`src/rtl/alu_acc_if.sv`:
```
// alu_acc_if: control/operand/result bundle between cu/MBR and the accumulator stage
interface alu_acc_if #(
    parameter int DATA_W = 16
);
    logic [31:0]       control_signal;
    logic [DATA_W-1:0] data_from_mbr;
    logic [DATA_W-1:0] data_to_mbr_acc;
    logic [DATA_W-1:0] data_to_mbr_mr;
    logic [7:0]        flags;
    logic              busy;

    modport master (
        output control_signal, data_from_mbr,
        input  data_to_mbr_acc, data_to_mbr_mr, flags, busy
    );

    modport slave (
        input  control_signal, data_from_mbr,
        output data_to_mbr_acc, data_to_mbr_mr, flags, busy
    );
endinterface

```
`src/rtl/alu_acc.sv`:
```
// alu_acc: BR/ACC/MR datapath with single-cycle ALU ops and a 16-step shift-add multiply; ALU_SIGNED_MPY_EN selects a signed Booth multiply
module alu_acc #(
    parameter int DATA_W       = 16,
    parameter int CS_BR_LOAD   = 10,
    parameter int CS_ACC_CLR   = 11,
    parameter int CS_ALU_START = 12,
    parameter int CS_OP_LSB    = 13
) (
    input  logic      clk,
    input  logic      rst,
    alu_acc_if.slave  bus
);
    localparam int CW = $clog2(DATA_W);

    typedef enum logic [1:0] {IDLE, MUL, DONE} state_t;

    state_t            state_q, state_d;
    logic [DATA_W-1:0] br_q, br_d, acc_q, acc_d, mr_q, mr_d, m_q, m_d;
    logic [CW-1:0]     cnt_q, cnt_d;
    logic              z_q, z_d, n_q, n_d, c_q, c_d, v_q, v_d;
    logic              busy_q, busy_d, done_q, done_d;
`ifdef ALU_SIGNED_MPY_EN
    logic              q_q, q_d;
`endif

    logic              br_load, acc_clr, start, unused_cs;
    logic [2:0]        op;

    assign br_load   = bus.control_signal[CS_BR_LOAD];
    assign acc_clr   = bus.control_signal[CS_ACC_CLR];
    assign start     = bus.control_signal[CS_ALU_START];
    assign op        = bus.control_signal[CS_OP_LSB+2:CS_OP_LSB];
    assign unused_cs = ^bus.control_signal;

    logic [DATA_W:0]   sum_add, sum_sub;
    logic [DATA_W-1:0] alu_res;
    logic              alu_c, alu_v;

    assign sum_add = {1'b0, acc_q} + {1'b0, br_q};
    assign sum_sub = {1'b0, acc_q} + {1'b0, ~br_q} + (DATA_W+1)'(1);

    // single-cycle ALU result and carry/overflow for the op field
    always_comb begin
        alu_res = acc_q;
        alu_c   = 1'b0;
        alu_v   = 1'b0;
        case (op)
            3'b000: begin
                alu_res = sum_add[DATA_W-1:0];
                alu_c   = sum_add[DATA_W];
                alu_v   = (acc_q[DATA_W-1] == br_q[DATA_W-1]) && (alu_res[DATA_W-1] != acc_q[DATA_W-1]);
            end
            3'b001: begin
                alu_res = sum_sub[DATA_W-1:0];
                alu_c   = sum_sub[DATA_W];
                alu_v   = (acc_q[DATA_W-1] != br_q[DATA_W-1]) && (alu_res[DATA_W-1] != acc_q[DATA_W-1]);
            end
            3'b010: alu_res = acc_q & br_q;
            3'b011: alu_res = acc_q | br_q;
            3'b100: alu_res = ~acc_q;
            3'b101: begin
                alu_res = {acc_q[DATA_W-2:0], 1'b0};
                alu_c   = acc_q[DATA_W-1];
            end
            3'b110: begin
                alu_res = {1'b0, acc_q[DATA_W-1:1]};
                alu_c   = acc_q[0];
            end
            default: alu_res = acc_q;
        endcase
    end

    logic [DATA_W-1:0] mul_mr, mul_acc;
    logic              mul_cv;

`ifdef ALU_SIGNED_MPY_EN
    logic [DATA_W-1:0] booth_t;
    logic              mul_q;

    // one Booth step: add/subtract M on a bit-pair transition, then arithmetic shift of {MR,ACC,q}
    always_comb begin
        booth_t = ({acc_q[0], q_q} == 2'b01) ? mr_q + m_q :
                  ({acc_q[0], q_q} == 2'b10) ? mr_q - m_q : mr_q;
        mul_mr  = {booth_t[DATA_W-1], booth_t[DATA_W-1:1]};
        mul_acc = {booth_t[0], acc_q[DATA_W-1:1]};
        mul_q   = acc_q[0];
        mul_cv  = mul_mr != {DATA_W{mul_acc[DATA_W-1]}};
    end
`else
    logic [DATA_W:0] mul_sum;

    // one unsigned shift-add step: conditionally add M into MR, then shift {carry,MR,ACC} right
    always_comb begin
        mul_sum = {1'b0, mr_q} + (acc_q[0] ? {1'b0, m_q} : '0);
        mul_mr  = mul_sum[DATA_W:1];
        mul_acc = {mul_sum[0], acc_q[DATA_W-1:1]};
        mul_cv  = |mul_mr;
    end
`endif

    // next-state logic: MUL iterates; IDLE and DONE accept clear, multiply start or a single-cycle op
    always_comb begin
        state_d = state_q;
        br_d    = br_load ? bus.data_from_mbr : br_q;
        acc_d   = acc_q;
        mr_d    = mr_q;
        m_d     = m_q;
        cnt_d   = cnt_q;
        z_d     = z_q;
        n_d     = n_q;
        c_d     = c_q;
        v_d     = v_q;
        busy_d  = busy_q;
        done_d  = 1'b0;
`ifdef ALU_SIGNED_MPY_EN
        q_d     = q_q;
`endif
        if (state_q == MUL) begin
            acc_d = mul_acc;
            mr_d  = mul_mr;
            cnt_d = cnt_q + CW'(1);
`ifdef ALU_SIGNED_MPY_EN
            q_d   = mul_q;
`endif
            if (cnt_q == CW'(DATA_W-1)) begin
                state_d = DONE;
                busy_d  = 1'b0;
                done_d  = 1'b1;
                z_d     = ({mul_mr, mul_acc} == '0);
                n_d     = mul_mr[DATA_W-1];
                c_d     = mul_cv;
                v_d     = mul_cv;
            end
        end else begin
            state_d = IDLE;
            if (acc_clr) begin
                acc_d = '0;
                z_d   = 1'b1;
                n_d   = 1'b0;
                c_d   = 1'b0;
                v_d   = 1'b0;
            end else if (start && op == 3'b111) begin
                state_d = MUL;
                m_d     = br_q;
                mr_d    = '0;
                cnt_d   = '0;
                busy_d  = 1'b1;
`ifdef ALU_SIGNED_MPY_EN
                q_d     = 1'b0;
`endif
            end else if (start) begin
                acc_d = alu_res;
                z_d   = (alu_res == '0);
                n_d   = alu_res[DATA_W-1];
                c_d   = alu_c;
                v_d   = alu_v;
            end
        end
    end

    // state and datapath registers; reset aborts any multiply in flight
    always_ff @(posedge clk or negedge rst) begin
        if (!rst) begin
            state_q <= IDLE;
            br_q    <= '0;
            acc_q   <= '0;
            mr_q    <= '0;
            m_q     <= '0;
            cnt_q   <= '0;
            z_q     <= 1'b0;
            n_q     <= 1'b0;
            c_q     <= 1'b0;
            v_q     <= 1'b0;
            busy_q  <= 1'b0;
            done_q  <= 1'b0;
`ifdef ALU_SIGNED_MPY_EN
            q_q     <= 1'b0;
`endif
        end else begin
            state_q <= state_d;
            br_q    <= br_d;
            acc_q   <= acc_d;
            mr_q    <= mr_d;
            m_q     <= m_d;
            cnt_q   <= cnt_d;
            z_q     <= z_d;
            n_q     <= n_d;
            c_q     <= c_d;
            v_q     <= v_d;
            busy_q  <= busy_d;
            done_q  <= done_d;
`ifdef ALU_SIGNED_MPY_EN
            q_q     <= q_d;
`endif
        end
    end

    assign bus.data_to_mbr_acc = acc_q;
    assign bus.data_to_mbr_mr  = mr_q;
    assign bus.flags           = {2'b00, done_q, busy_q, v_q, c_q, n_q, z_q};
    assign bus.busy            = busy_q;
endmodule

```
`src/flat_wrapper.sv`:
```
// flat-port wrapper written by rule: the top's interface ports become plain ports
module alu_acc_flat 
#(
    parameter int DATA_W       = 16,
    parameter int CS_BR_LOAD   = 10,
    parameter int CS_ACC_CLR   = 11,
    parameter int CS_ALU_START = 12,
    parameter int CS_OP_LSB    = 13
)
  (clk, rst, bus_control_signal, bus_data_from_mbr, bus_data_to_mbr_acc, bus_data_to_mbr_mr, bus_flags, bus_busy);
  alu_acc_if #(.DATA_W(DATA_W)) bus_i ();
  input  logic clk;
  input  logic rst;
  input wire logic [$bits(bus_i.control_signal)-1:0] bus_control_signal;
  input wire logic [$bits(bus_i.data_from_mbr)-1:0] bus_data_from_mbr;
  output wire logic [$bits(bus_i.data_to_mbr_acc)-1:0] bus_data_to_mbr_acc;
  output wire logic [$bits(bus_i.data_to_mbr_mr)-1:0] bus_data_to_mbr_mr;
  output wire logic [$bits(bus_i.flags)-1:0] bus_flags;
  output wire logic [$bits(bus_i.busy)-1:0] bus_busy;
  assign bus_i.control_signal = bus_control_signal;
  assign bus_i.data_from_mbr = bus_data_from_mbr;
  assign bus_data_to_mbr_acc = bus_i.data_to_mbr_acc;
  assign bus_data_to_mbr_mr = bus_i.data_to_mbr_mr;
  assign bus_flags = bus_i.flags;
  assign bus_busy = bus_i.busy;
  alu_acc #(.DATA_W(DATA_W), .CS_BR_LOAD(CS_BR_LOAD), .CS_ACC_CLR(CS_ACC_CLR), .CS_ALU_START(CS_ALU_START), .CS_OP_LSB(CS_OP_LSB)) u_core (.clk(clk), .rst(rst), .bus(bus_i));
endmodule
```
`config.mk`:
```
export PLATFORM = sky130hd
export DESIGN_NAME = alu_acc_flat
export DESIGN_NICKNAME = d
export VERILOG_FILES = /design/src/rtl/alu_acc_if.sv /design/src/rtl/alu_acc.sv /design/src/flat_wrapper.sv
export SDC_FILE = /design/constraint.sdc
export NUM_CORES = 1
export LEC_CHECK = 0
export ABC_AREA = 1
export ABC_CLOCK_PERIOD_IN_PS = 4200
export CAP_MARGIN = 20
export CORE_ASPECT_RATIO = 0.5
export CORE_MARGIN = 2
export CORE_UTILIZATION = 50
export DETAILED_ROUTE_END_ITERATION = 8
export GPL_TIMING_DRIVEN = 0
export PLACE_DENSITY = 0.77
export SYNTH_ARGS = -nofsm -noshare
export SYNTH_HDL_FRONTEND = slang
export SYNTH_SLANG_ARGS = --single-unit
```
`constraint.sdc`:
```
create_clock -name clk -period 4.2 [get_ports clk]
set_input_delay 0.84 -clock clk [delete_from_list [all_inputs] [get_ports clk]]
set_output_delay 0.84 -clock clk [all_outputs]
set_load 0.005 [all_outputs]
```
Yosys cells after proc, flatten, opt, wreduce, memory -nomap -nowiden
Cells that the tools add are included.
Storage, ports and cells
  word-level logic and storage cells: 96
  output and inout bits: 41
  input port bits: 50
  register bits: 76
Operators by class
  muxes and demuxes: 43
  bitwise logic cells: 6
  equal/unequal tests: 16
  reduce and logical (&&, ||, !) cells: 14
  add/subtract/negate cells: 5
Operators by type and width (number)
  $mux W16: 8
  $pmux W16 S7: 1
  $add A16 B16 Y17: 2
  $logic_not A32 Y1: 1
  $not A16 Y16: 2
  $mux W1: 26
  $add A16 B17 Y17: 1
  $add A17 B1 Y17 const B: 1
  $and A16 B16 Y16: 1
  $logic_not A16 Y1: 1
  $or A16 B16 Y16: 1
  $reduce_or A16 Y1: 1
  $eq A3 B3 Y1 const B: 4
  $mux W4: 3
  $reduce_and A3 Y1: 3
  $eq A3 B2 Y1 const B: 2
  $mux W2: 3
  $add A4 B1 Y4 const B: 1
  $eq A4 B4 Y1 const B: 1
  $pmux W1 S4: 1
  $reduce_and A2 Y1: 2
  $eq A3 B1 Y1 const B: 1
  $logic_and A1 B1 Y1: 3
  $logic_not A3 Y1: 1
  10 further kinds: 13

Logic depth before layout (Yosys ltp)
Gate-level depths: netlist of the first run.
  word-level depth: 10
  gate-level depth with buffers: 24
  gate-level depth less buffers: 23

Least setup slack after synthesis of the first run
Ideal clock, no wire load.
  path kind: flip-flop to flip-flop
  from: reg u_core.acc_q[0], in the netlist u_core.bus.data_to_mbr_acc[0]
  to: reg u_core.c_q
  library setup time: 0.123 ns
  clock period less this slack: 2.977 ns
  stages on the path, launching flop included: 20
  path slack: 1.223 ns
  buffers on the path: 2
  required time: 4.077 ns
  arrival: 2.854 ns
  cell sequence: dfrtp_1 > clkbuf_1 > buf_1 > nand2_1 > inv_1 > ha_1 > inv_1 > fa_1 > or2_2 > nand2_1 > nand2_1 > nand2_1 > xor2_1 > nand4_1 > nor2_1 > nand4_1 > nor2_1 > nand3_1 > nand2_1 > a21oi_1
Between the ends
  longest elaborated chain between the ends: 7
  elaborated cells on any way between the ends: 12
  classes of those cells: add/sub (4); mux (7); reduce/logical (1)
Ends and longest elaborated chain
  start: declaration: line alu_acc.sv:18  | logic [DATA_W-1:0] br_q, br_d, acc_q, acc_d, mr_q, mr_d, m_q, m_d;
  start signal: assignment: line alu_acc.sv:166  | acc_q <= '0;
  start signal: assignment: line alu_acc.sv:182  | acc_q <= acc_d;
  $add A16 B16 Y17: line alu_acc.sv:40  | assign sum_sub = {1'b0, acc_q} + {1'b0, ~br_q} + (DATA_W+1)'(1);
  $add A17 B1 Y17: line alu_acc.sv:40
  $pmux W1 S4: line alu_acc.sv:47  | case (op)
  $mux W1: line alu_acc.sv:151  | end else if (start) begin
  $mux W1: line alu_acc.sv:142  | end else if (start && op == 3'b111) begin
  $mux W1: line alu_acc.sv:136  | if (acc_clr) begin
  $mux W1 (*): line alu_acc.sv:118  | if (state_q == MUL) begin
  end signal: assignment: line alu_acc.sv:172  | c_q <= 1'b0;
  end signal: assignment: line alu_acc.sv:188  | c_q <= c_d;
  end: declaration: line alu_acc.sv:20  | logic z_q, z_d, n_q, n_d, c_q, c_d, v_q, v_d;
Every way passes the cells marked *; elsewhere a longest branch is shown, timed or not. The select of a mux whose other input is x is not followed.
A chain may end at the register's enable or synchronous reset.

Worst setup path after layout of the first run
Ends and elaborated chain as after synthesis.

==> metrics.txt, run 1 <==
met3 wire len=2.27 mm; hold_buf cts=0; fin. max-slew vios=0; core area=~14,000 sq um; Nets=roughly 1,300; Rows=30; VDD IR max=0.218 mV; detailed-route via count=7,775; Setup WS post-layout=between 0.5 and 0.6 ns; Synth Register Bits=76; CTS-repair resized insts=0; Final Cycle Share=~87%; share of cells above drive strength 1=4.38%; RSZ-0062 raised after global routing=no; drt first pass iters=6; Max Buffers Root-to-Sink=2; GRT Overall Usage=31.4%; post-DP HPWL=18.8 mm; Mapped Cells=1,129; number of antenna diodes=0; die area=roughly 15,000 sq um; Inserted Clock Buffers=9; wirelength, routed=about 23 mm; vias in the first global route=between 7,000 and 8,000; Slew @ Worst Pin=roughly 0.69 ns; # IOs=91; Avg Inst Size Synth=around 6.4 sq um; met1 wire length=roughly 11 mm; max-cap violation count=0; clock-pin slew on the worst setup and hold paths=around 0.06 ns; Worst Clk Skew=around 0.0052 ns; post-route minimum period=3.67 ns; Final Hold Vio Count=0; Seq/Total Area, Yosys=26.4%; commonest non-fill, non-tap cells in the layout=nand2_1, inv_1, nand3_1; Die Width=about 170 um; area post-placement=roughly 8100 sq um; WHS=between 0.2 and 0.3 ns; CTS H-tree lvls=3; Sink Count=76; status=completed; aggregate global routing overflow=0; Startpoint Class=flop; post-CTS setup buffer count=0; die height=a little under 90 um; Critical Path End Type=flop; commonest non-fill, non-tap cell in the layout=nand2_1; final setup fails=0; Initial Utilization=52.2%; met2 wire len=between 9 and 10 mm; PD cells=around 630 nW/um^2; highest metal used=met4; critical-path maximum fanout=10; antenna violations before repair=0; largest net degree at the start of global routing=75; Arrival @ worst endpoint=around 3.9 ns; port buffer count=62; fmax=between 0.2 and 0.3 GHz; first-pass GRT wire length=around 38 mm; antenna viol nets, final=0; Remaining DRCs=0; routability cong.=around 0.99; Post-Place Worst Slack=0.526 ns; leakage power=roughly 4.5 nW; data required time of the worst path=4.41 ns; worst skew pair latency=0.33 ns; vias per inst=5.55; Hold Crit Class=in -> async; synthesized area=just over 7000 sq um; crit path kind=reg -> reg; clock tree from TritonCTS=yes; WL/cell=between 15 and 20 um; root buf cell=clkbuf_16; Synth cell types=35; max_slew headroom=~54%; yosys warns=0; Design Area, Final=around 8400 sq um; Initial DRC Count=710; Layout area overhead=17.1%
-- state kept, by name (all words and copies together), names as in the netlist --
register / cells
u_core.br_q: 16
u_core.bus.busy: 1
u_core.bus.data_to_mbr_acc: 16
u_core.bus.data_to_mbr_mr: 16
u_core.c_q: 1
u_core.cnt_q: 4
u_core.done_q: 1
u_core.m_q: 16
u_core.n_q: 1
u_core.state_q: 2
u_core.v_q: 1
u_core.z_q: 1
-- through the flow --
step	std cells	total power, mW	util (%)	setup TNS [ns]
after floorplan	1130	3.22	-	0
after global placement	1384	4.24	58.5	-18.88
after detailed placement	1385	4.30	58.6	0
after CTS	1401	5.22	61.1	0
after global routing	1401	5.74	61.1	0
final	1401	5.29	61.1	0
-- path summary, 6_finish.rpt --
| kind | startpoint | to | slack (ns) | cells after the start |
|---|---|---|---|---|
| hold / removal | rst | u_core.bus.data_to_mbr_acc[0] | 0.30 | 1 |
| max in group asynchronous | rst | u_core.bus.data_to_mbr_mr[2] | 3.37 | 2 |
| setup reg to reg | u_core.bus.data_to_mbr_acc[0] | u_core.c_q | 0.53 | 19 |
| min in group clk | u_core.cnt_q[3] | u_core.cnt_q[3] | 0.47 | 1 |
| hold reg to reg | u_core.cnt_q[3] | u_core.cnt_q[3] | 0.47 | 1 |
| setup / recovery | u_core.bus.data_to_mbr_acc[0] | u_core.c_q | 0.53 | 19 |
-- Yosys cell counts, drive strengths merged --
cell    count  share of area, %
nor4        1             0.087
nand2     321                17
a21oi      65               4.5
nor2       81               4.2
nand3b      4              0.42
o31ai       1              0.10
nand4      19               1.6
clkinv      1             0.052
o21a        1              0.10
nor2b       1             0.087
buf        32               2.6
o21bai      4              0.42
o211ai      1              0.10
a22oi      16               1.7
o21ai      75               5.2
ha         68                12
dfrtp      76                26
nor3       18               1.2
and3        1             0.087
or2         1             0.087
inv       167               8.7
o22ai      21               1.8
o221ai      1              0.12
xnor2       4              0.49
conb        1             0.052
a31oi       3              0.26
nand3     118               8.3
fa          3              0.83
xor2        8              0.97
clkbuf     16              0.83
-- metal layers --
layer,vias to the layer above,track usage (%)
li1,3796,-
met1,3592,45.4
met2,358,49.5
met3,29,6.25
met4,0,5.81
met5,-,0
-- worst max-delay path: stages, from the launching register on --
cell and delay [ns]:
dfrtp_1 0.37, clkbuf_1 0.42, buf_1 0.35, nand2_1 0.08, inv_1 0.06, ha_1 0.16
inv_1 0.06, fa_1 0.43, or2_2 0.32, nand2_1 0.06, nand2_1 0.05, nand2_1 0.09
xor2_1 0.20, nand4_1 0.13, nor2_1 0.13, nand4_1 0.09, nor2_1 0.23, nand3_1 0.12
nand2_1 0.11, a21oi_1 0.08
-- cell type report --
cell class / instances / area [sq um]
Fill cell: 1354 / 5370
Inverter: 168 / 631
Buffer: 48 / 249
Clock buffer: 9 / 225
Tap cell: 192 / 240
Multi-Input combinational cell: 838 / 4430
Timing Repair Buffer: 63 / 646
Sequential cell: 76 / 1900
Clock inverter: 7 / 121
-- power by group --
part	internal, mW	switching (mW)
logic	1.16	1.97
registers	0.970	0.289
clock network	0.585	0.316
-- logic make-up after synthesis --
group,after synthesis,share of synthesized area [%]
and+or+nand+nor,565,33.0
buffers and inverters,216,12.2
AOI/OAI and AO/OA,188,14.3
DFF,76,26.4
adders and majority gates,71,12.6
xor gates and xnor gates,12,1.46
other,1,0.0520
No activity file was read; power rests on OpenSTA's default activity.
==> run 2: changes to the inputs <==
--- a/config.mk
+++ b/config.mk
@@ -6,7 +6,6 @@
 export NUM_CORES = 1
 export LEC_CHECK = 0
 export ABC_AREA = 1
-export ABC_CLOCK_PERIOD_IN_PS = 4200
 export CAP_MARGIN = 20
 export CORE_ASPECT_RATIO = 0.5
 export CORE_MARGIN = 2
@@ -14,6 +13,7 @@
 export DETAILED_ROUTE_END_ITERATION = 8
 export GPL_TIMING_DRIVEN = 0
 export PLACE_DENSITY = 0.77
+export SKIP_LAST_GASP = 1
 export SYNTH_ARGS = -nofsm -noshare
 export SYNTH_HDL_FRONTEND = slang
 export SYNTH_SLANG_ARGS = --single-unit
==> results of run 2 <==
Same layout as run 1: the final DEF is identical, and so are final timing and power.
